[src/rtl/screen_region_walker_pkg.sv]
// Shared screen definitions for the region walker and its initiators.
// FSM state encoding plus default framebuffer geometry.
package screen_region_walker_pkg;

  localparam int SCREEN_W_DEF = 320;
  localparam int SCREEN_H_DEF = 240;
  localparam int WIDTH_DEF    = 16;
  localparam int COLOUR_W_DEF = 3;
  localparam int ADDR_W_DEF   = 17;

  typedef enum logic [2:0] {
    S_IDLE,
    S_READ,
    S_CAPTURE,
    S_WRITE,
    S_NEXT,
    S_DONE
  } walk_state_t;

endpackage

[src/rtl/screen_region_walker_addr_calc.sv]
// Maps a pixel coordinate to a linear framebuffer address.
// Off-screen pixels report in_bounds=0 and address 0.
module screen_addr_calc
  import screen_region_walker_pkg::*;
#(
  parameter int CW       = WIDTH_DEF + 1,
  parameter int SCREEN_W = SCREEN_W_DEF,
  parameter int SCREEN_H = SCREEN_H_DEF,
  parameter int ADDR_W   = ADDR_W_DEF
) (
  input  logic [CW-1:0]     x,
  input  logic [CW-1:0]     y,
  output logic [ADDR_W-1:0] addr,
  output logic              in_bounds
);

  localparam logic [CW-1:0] XLIM = CW'(SCREEN_W);
  localparam logic [CW-1:0] YLIM = CW'(SCREEN_H);
  localparam logic [ADDR_W-1:0] ROW = ADDR_W'(SCREEN_W);

  assign in_bounds = (x < XLIM) && (y < YLIM);
  assign addr = in_bounds ? ADDR_W'(y) * ROW + ADDR_W'(x)
                          : '0;

endmodule

[src/rtl/screen_region_walker.sv]
// Walks a rectangular screen region pixel by pixel, doing a
// read-modify-write of each on-screen framebuffer location.
module screen_region_walker
  import screen_region_walker_pkg::*;
#(
  parameter int WIDTH    = WIDTH_DEF,
  parameter int COLOUR_W = COLOUR_W_DEF,
  parameter int SCREEN_W = SCREEN_W_DEF,
  parameter int SCREEN_H = SCREEN_H_DEF,
  parameter int ADDR_W   = ADDR_W_DEF
) (
  input  logic                clock,
  input  logic                reset,
  input  logic                screen_start,
  input  logic [COLOUR_W-1:0] new_screen_colour,
  input  logic [WIDTH-1:0]    screen_x_min,
  input  logic [WIDTH-1:0]    screen_y_min,
  input  logic [WIDTH-1:0]    screen_x_range,
  input  logic [WIDTH-1:0]    screen_y_range,
  output logic [WIDTH-1:0]    screen_x,
  output logic [WIDTH-1:0]    screen_y,
  output logic [COLOUR_W-1:0] old_screen_colour,
  output logic                screen_done,
  output logic                screen_busy,
  output logic [ADDR_W-1:0]   mem_addr,
  output logic                mem_rd_en,
  input  logic [COLOUR_W-1:0] mem_rd_data,
  output logic                mem_wr_en,
  output logic [COLOUR_W-1:0] mem_wr_data
);

  // One spare bit so origin+range never wraps around.
  localparam int CW = WIDTH + 1;

  walk_state_t state, state_n;
  logic [CW-1:0] cx, cy, cx_n, cy_n;
  logic [CW-1:0] x0, x_end, y_end;
  logic          empty, is_empty;
  logic          enter;
  logic [ADDR_W-1:0] addr_n;
  logic          in_bounds;

  assign is_empty = (screen_x_range == '0) ||
                    (screen_y_range == '0);

  screen_addr_calc #(
    .CW       (CW),
    .SCREEN_W (SCREEN_W),
    .SCREEN_H (SCREEN_H),
    .ADDR_W   (ADDR_W)
  ) u_addr (
    .x         (cx_n),
    .y         (cy_n),
    .addr      (addr_n),
    .in_bounds (in_bounds)
  );

  always_comb begin
    state_n = state;
    cx_n    = cx;
    cy_n    = cy;
    enter   = 1'b0;
    unique case (state)
      S_IDLE: begin
        if (screen_start) begin
          cx_n = CW'(screen_x_min);
          cy_n = CW'(screen_y_min);
          if (is_empty) state_n = S_NEXT;
          else          enter   = 1'b1;
        end
      end
      S_READ:    state_n = S_CAPTURE;
      S_CAPTURE: state_n = S_WRITE;
      // An in-bounds pixel advances straight out of WRITE.
      S_WRITE, S_NEXT: begin
        if (empty) begin
          state_n = S_DONE;
        end else if (cx + 1'b1 != x_end) begin
          cx_n  = cx + 1'b1;
          enter = 1'b1;
        end else if (cy + 1'b1 != y_end) begin
          cx_n  = x0;
          cy_n  = cy + 1'b1;
          enter = 1'b1;
        end else begin
          state_n = S_DONE;
        end
      end
      S_DONE:  state_n = S_IDLE;
      default: state_n = S_IDLE;
    endcase
    if (enter) state_n = in_bounds ? S_READ : S_NEXT;
  end

  always_ff @(posedge clock or negedge reset) begin
    if (!reset) begin
      state             <= S_IDLE;
      cx                <= '0;
      cy                <= '0;
      x0                <= '0;
      x_end             <= '0;
      y_end             <= '0;
      empty             <= 1'b0;
      old_screen_colour <= '0;
      mem_addr          <= '0;
    end else begin
      state    <= state_n;
      cx       <= cx_n;
      cy       <= cy_n;
      mem_addr <= addr_n;
      if (state == S_IDLE && screen_start) begin
        x0    <= CW'(screen_x_min);
        x_end <= CW'(screen_x_min) + CW'(screen_x_range);
        y_end <= CW'(screen_y_min) + CW'(screen_y_range);
        empty <= is_empty;
      end
      if (state == S_CAPTURE)
        old_screen_colour <= mem_rd_data;
      else if (state_n == S_NEXT)
        old_screen_colour <= '0;
    end
  end

  assign screen_x    = cx[WIDTH-1:0];
  assign screen_y    = cy[WIDTH-1:0];
  assign mem_rd_en   = (state == S_READ);
  assign mem_wr_en   = (state == S_WRITE);
  assign mem_wr_data = mem_wr_en ? new_screen_colour : '0;
  assign screen_done = (state == S_DONE);
  assign screen_busy = (state != S_IDLE) &&
                       (state != S_DONE);

endmodule

[config.mk]
export PLATFORM = sky130hd
export DESIGN_NAME = screen_region_walker
export DESIGN_NICKNAME = d
export VERILOG_FILES = /design/src/rtl/screen_region_walker_pkg.sv /design/src/rtl/screen_region_walker_addr_calc.sv /design/src/rtl/screen_region_walker.sv
export SDC_FILE = /design/constraint.sdc
export NUM_CORES = 1
export LEC_CHECK = 0
export ABC_AREA = 1
export CORE_MARGIN = 2
export CORE_UTILIZATION = 43
export DETAILED_ROUTE_END_ITERATION = 6
export DONT_BUFFER_PORTS = 1
export GPL_TIMING_DRIVEN = 0
export SYNTH_ARGS = -nofsm -noshare
export SYNTH_HDL_FRONTEND = slang
export SYNTH_HIERARCHICAL = 1
export SYNTH_SLANG_ARGS = --single-unit
[constraint.sdc]
create_clock -name clock -period 9.1 [get_ports clock]
set_clock_uncertainty 0.2 [all_clocks]
set_input_delay 0.91 -clock clock [delete_from_list [all_inputs] [get_ports clock]]
set_output_delay 0.91 -clock clock [all_outputs]
set_load 0.02 [all_outputs]
==> results.cfg, run 1 <==
[floorplan]
rows = 54
die_area_sq_mm = 0.0232
fp.dieW_microns = 152
core_area_sq_mm = 0.0217
pin_count = 132
start_util = 0.435
die_h_microns = 152

[cells_and_area]
finalNonFillerCells = 1691
final_nets = 1542
num_antenna_cells = 0
syn_to_final_growth_pct = 7.04
layout-drive-gt1-share = 0.0716

[pwr]
ir_drop_mv = 0.436
powerDensity_mw_per_mm2 = 444
power_w = 0.00448
leakage_nw = 5.12

[critical_path]
critPathKind = flop to flop
cpMaxStageDelayCell = o21ai_0
cp_slowest_stage_delay_ps = 660
cpMostUsedCell = nand2_1
ff2ff_path_depth = 32
crit_path_end = mem_addr[16]$_DFF_PN0_
path_max_fanout = 6
r2r-start = cy[0]$_DFF_PN0_
start_kind = flop
crit_family = simple AND/OR/NAND/NOR gates
crit_required_ps = 9200
cp.depth = 32
critPathBufInv = 2
r2r_slack_ps = 2900
cp-end-kind = flop
r2r_end = mem_addr[16]$_DFF_PN0_
worstPathArrival_ps = 6290
crit_start = cy[0]$_DFF_PN0_

[yosys]
ys_seq_area_frac = 0.286
yosys_warnings = 6
netlist_area_sq_mm = 0.00944
ys_seq_elements = 108
synthArstFlopShare = 1.00
synth_cells = 1395
synthesis.nets = 1531
synth_edf_count = 0
yosys-top-cells-area = dfrtp_1 29%, nand2_1 18%, ha_1 7.8%
synth_most_common_cell = nand2_1
synth_ff_type = dfrtp_1
synth_top_cell_by_area = dfrtp_1
synth_top_cell_area_share = 0.286
syn-mean-instance-area_sq_um = 6.77
yosys-top-cells-count = 442 x nand2_1, 145 x inv_1, 111 x nand3_1
yosysUniqueCellTypes = 51

[clock_tree]
clock-sinks = 108
clkLatencyLatePin_ps = 370
cts.htree.levels = 3
postCtsResizedCells = 0
path_clk_slew_ps = 90
cts_tree = built
clockBufferDepth = 2
cts_hold_buffers = 0
cts_buffers = 9
cts_setup_buffers = 0
clock_tree.root_cell = clkbuf_16

[place]
io_buffers = 0
place_congestion = 0.980
pre_cts_slack_ps = 2910
dp_hpwl_mm = 24.3
placed_cells = 1675

[timing]
period_share = 0.681
final_max_slew_viol_count = 0
fin_ws_ps = 2900
setup_tns_ps = 0
maxSlewHeadroom = 0.382
worstMarginPinSlew_ps = 918
setup_viol = 0
max_freq_mhz = 161
final.min_clock_period_ps = 6200
hold_ws_ps = 28.7
rsz0062_at_grt = no
hold_viol = 0

[hold_path]
hold_path.class = primary input to async pin

[routing]
first_pass_iters = 6
vias = 9216
viasPerCell = 5.45
drt_iter0_drc = 772
drc = 0
ant_nets = 0
detail_route.wl_per_cell_microns = 18.2
wl_mm = 30.8

[global_routing]
gr-total-overflow = 0
grt_usage = 0.261
grt_pass1_wl_mm = 47.5
first_global_vias = 8590
grt_max_degree = 109
antenna_found_initial = 0

[run]
maxCapViolCount = 0

[run_status]
status = complete, no violations
layout make-up:
class	count	area (sq um)
Tap cell	280	350
Inverter	153	577
Sequential cell	108	2700
Multi-Input combinational cell	1067	5760
Fill cell	2261	11600
Buffer	67	404
Clock inverter	7	88.8
Clock buffer	9	225
stage by stage:
stage / utilization / instance area [sq um]
floorplan: - / 9440
global placement: 0.452 / 9790
detailed placement: 0.452 / 9790
CTS: 0.466 / 10100
global route: 0.466 / 10100
finish: 0.466 / 10100
report_power, final:
group          internal, W  switching (W)  leakage [nW]  total, W
Combinational      0.00110        0.00205          3.60   0.00315
Clock             0.000199       0.000222         0.152  0.000421
Sequential        0.000674       0.000237          1.37  0.000911
Total              0.00198        0.00251          5.12   0.00448
registers in the layout, indices dropped and copies added (netlist names):
register / flops
cx: 17
cy: 17
mem_addr: 17
x_end: 17
y_end: 17
x0: 16
old_screen_colour: 3
state: 3
empty: 1
cell families after synthesis:
kind of cell    Yosys count  share of synthesized area
simple gates            731                      0.333
buf+inv                 220                      0.104
compound gates          219                      0.137
flops                   108                      0.286
fa+ha+maj                63                     0.0867
xor+xnor                 54                     0.0530
worst reg2reg max path: cells and delay by family (launching register included):
family | cells | cell delay (ps)
buffers and inverters | 2 | 280
AO/OA/AOI/OAI | 3 | 1190
AND/OR/NAND/NOR | 21 | 2360
adder cells (fa/ha/maj) | 5 | 1540
XOR/XNOR | 1 | 100
flip-flops | 1 | 470
worst min-delay path by stage:
stage,slack [ps],startpoint,cells after the start,end
2_1_floorplan,240,x0[13]$_DFFE_PN0P_,2,x0[13]$_DFFE_PN0P_
3_3_place_gp,260,x0[14]$_DFFE_PN0P_,2,x0[14]$_DFFE_PN0P_
6_report,30,reset,0,x_end[6]$_DFFE_PN0P_
3_5_place_dp,260,x0[5]$_DFFE_PN0P_,2,x0[5]$_DFFE_PN0P_
5_1_grt,10,reset,0,x_end[7]$_DFFE_PN0P_
4_1_cts,20,reset,0,x_end[6]$_DFFE_PN0P_
cell usage in the layout, fill, tap and decap left out, types with 5 or more instances in the layout:
cell type | netlist | final
dfrtp_1 | 108 | 108
nor3_1 | 6 | 6
o21ai_1 | 6 | 6
o21bai_1 | 7 | 7
xnor2_1 | 20 | 20
nand2_2 | 8 | 8
nor4_1 | 12 | 12
clkbuf_16 | 0 | 9
nand3b_1 | 9 | 9
o211ai_1 | 5 | 5
o221ai_1 | 9 | 9
nand4_1 | 18 | 18
a22oi_1 | 17 | 17
o21ai_0 | 83 | 83
ha_1 | 59 | 59
nand3_1 | 111 | 111
clkbuf_1 | 23 | 23
nand2_1 | 442 | 442
nor2_2 | 15 | 15
nor2_1 | 93 | 93
buf_4 | 35 | 35
inv_1 | 145 | 145
xor2_1 | 32 | 32
a21oi_1 | 66 | 66
per-layer routing:
metal	wire (microns)	up-vias	global-route usage
met3	2600	43	0.0563
li1	-	4585	-
met4	572	0	0.0676
met5	0	-	0
met2	13100	364	0.390
met1	14600	4224	0.384
Note: power is estimated with default switching activity, not from simulation.
==> run 2: changes to the inputs <==
==> constraint.sdc (replaced) <==
create_clock -name clock -period 5.75 [get_ports clock]
set_clock_uncertainty 0.2 [all_clocks]
set_input_delay 0.575 -clock clock [delete_from_list [all_inputs] [get_ports clock]]
set_output_delay 0.575 -clock clock [all_outputs]
set_load 0.02 [all_outputs]
==> run 2 against run 1 <==
Effect of this change:
- non-clock buffer count increased by 12
- final cell count increased by 0.71%
- sequential power increased by 58%
- highest routed layer unchanged
- the run now ends with DRC left
- sequential share of layout area decreased by 0.43 points
==> results.cfg, run 2 (synthesis gave the netlist of run 1 again) <==
[routing]
viasPerCell = 5.48
first_pass_iters = 7
wl_mm = 30.9
detail_route.wl_per_cell_microns = 18.2
vias = 9331
drc = 9
drt_iter0_drc = 827
ant_nets = 0

[timing]
period_share = 0.937
setup_viol = 0
hold_viol = 0
final.min_clock_period_ps = 5390
worstMarginPinSlew_ps = 918
maxSlewHeadroom = 0.382
final_max_slew_viol_count = 0
fin_ws_ps = 361
max_freq_mhz = 186

[floorplan]
rows = 54
core_area_sq_mm = 0.0217
start_util = 0.435
fp.dieW_microns = 152
die_h_microns = 152
die_area_sq_mm = 0.0232
pin_count = 132

[clock_tree]
clkLatencyLatePin_ps = 370
clockBufferDepth = 2
cts.htree.levels = 3
clock_tree.root_cell = clkbuf_16
clock-sinks = 108
cts_tree = built
cts_buffers = 9
path_clk_slew_ps = 90

[critical_path]
r2r_slack_ps = 360
path_max_fanout = 10
worstPathArrival_ps = 5490
critPathKind = flop to flop
crit_required_ps = 5850
cp-end-kind = flop
start_kind = flop

[pwr]
ir_drop_mv = 0.693
power_w = 0.00720
leakage_nw = 5.20
powerDensity_mw_per_mm2 = 700

[cells_and_area]
final_cell_mix = 440 x nand2_1, 145 x inv_1, 108 x nand3_1
layout.cells.most_common = nand2_1
final_nets = 1554
layout-drive-gt1-share = 0.0921
syn_to_final_growth_pct = 9.04
num_antenna_cells = 0

[run_status]
violations = DRC
status = finished with violations

[global_routing]
grt_usage = 0.261
grt_max_degree = 109
first_global_vias = 8615
antenna_found_initial = 0
gr-total-overflow = 0
grt_pass1_wl_mm = 47.6

[place]
io_buffers = 0
pre_cts_slack_ps = -441
place_congestion = 0.980
dp_hpwl_mm = 24.3

[hold_path]
hold_path.class = primary input to flop

[run]
maxCapViolCount = 0
[run 2: changes by cell type in the layout (fill, tap and decap cells not counted), moves of 2 or more]
cell	delta
o21ai_1	+3
nor2_1	-4
buf_4	+9
nor2_2	+3
nand3_1	-3
o21ai_0	-6
nand3_2	+3
dfrtp_1	-5
nand2_1	-2
dfrtp_2	+5
o21ai_2	+2
[run 2: final timing paths]
path | depth (start not counted) | startpoint | endpoint
hold / removal | 2 | screen_x_min[6] | x0[6]$_DFFE_PN0P_
max in group asynchronous | 2 | reset | cy[0]$_DFF_PN0_
setup reg to reg | 25 | state[0]$_DFF_PN0_ | mem_addr[16]$_DFF_PN0_
min in group asynchronous | 2 | reset | x_end[6]$_DFFE_PN0P_
setup / recovery | 25 | state[0]$_DFF_PN0_ | mem_addr[16]$_DFF_PN0_
hold reg to reg | 2 | x0[7]$_DFFE_PN0P_ | x0[7]$_DFFE_PN0P_
[run 2: area by class of cell]
type                            count  area (sq um)
Timing Repair Buffer               12           113
Clock buffer                        9           225
Inverter                          153           577
Fill cell                        2257         11400
Tap cell                          280           350
Sequential cell                   108          2710
Buffer                             67           408
Clock inverter                      7          88.8
Multi-Input combinational cell   1067          5830
[run 2: worst max-delay path, stage by stage, from the launching register on]
cell and delay (ps):
dfrtp_1 430, nand2_1 90, nor2_1 130, nor2_1 210
clkinv_1 350, nor2_1 560, clkbuf_1 620, nand2_1 150
nand3_2 160, ha_1 250, ha_1 230, fa_1 410
nand3_1 100, nand2_1 80, nand2_1 70, nand2_1 50
a21oi_1 150, xnor2_1 100, ha_1 320, nand2_1 80
nor2_1 120, nor3b_2 220, nor2_2 60, nand2_1 60
nand2_1 40, nor2_1 100
[run 2: layer usage]
layer | up-vias | part of all wire | GRT usage
li1 | 4607 | - | -
met1 | 4312 | 0.48 | 0.384
met2 | 362 | 0.42 | 0.390
met3 | 50 | 0.080 | 0.0555
met4 | 0 | 0.021 | 0.0676
met5 | - | 0 | 0
[run 2: power by group]
| part | total (W) | internal, W | switching, W |
|---|---|---|---|
| clock network | 0.000665 | 0.000315 | 0.000350 |
| logic | 0.00510 | 0.00180 | 0.00330 |
| registers | 0.00144 | 0.00107 | 0.000367 |
[run 2: timing repair]
item                                    in CTS  in global routing
buffers inserted                             1                  9
hold endpoints to repair                   108                  0
hold buffers                                 2                  0
endpoints found under the setup margin       6                  4
pin swaps                                    1                  6
resized for setup                            4                 25
[run 2: stage by stage]
step / std cells / hold slack [ps] / area (sq um) / TNS [ps] / util
after global placement: 1675 / 88.0 / 9790 / -855 / 0.452
after global routing: 1703 / 111 / 10300 / -8.78 / 0.475
after CTS: 1694 / 114 / 10200 / 0 / 0.468
final: 1703 / 120 / 10300 / 0 / 0.475
after detailed placement: 1675 / 89.1 / 9790 / -1050 / 0.452
after floorplan: 1395 / 79.4 / 9440 / 0 / -
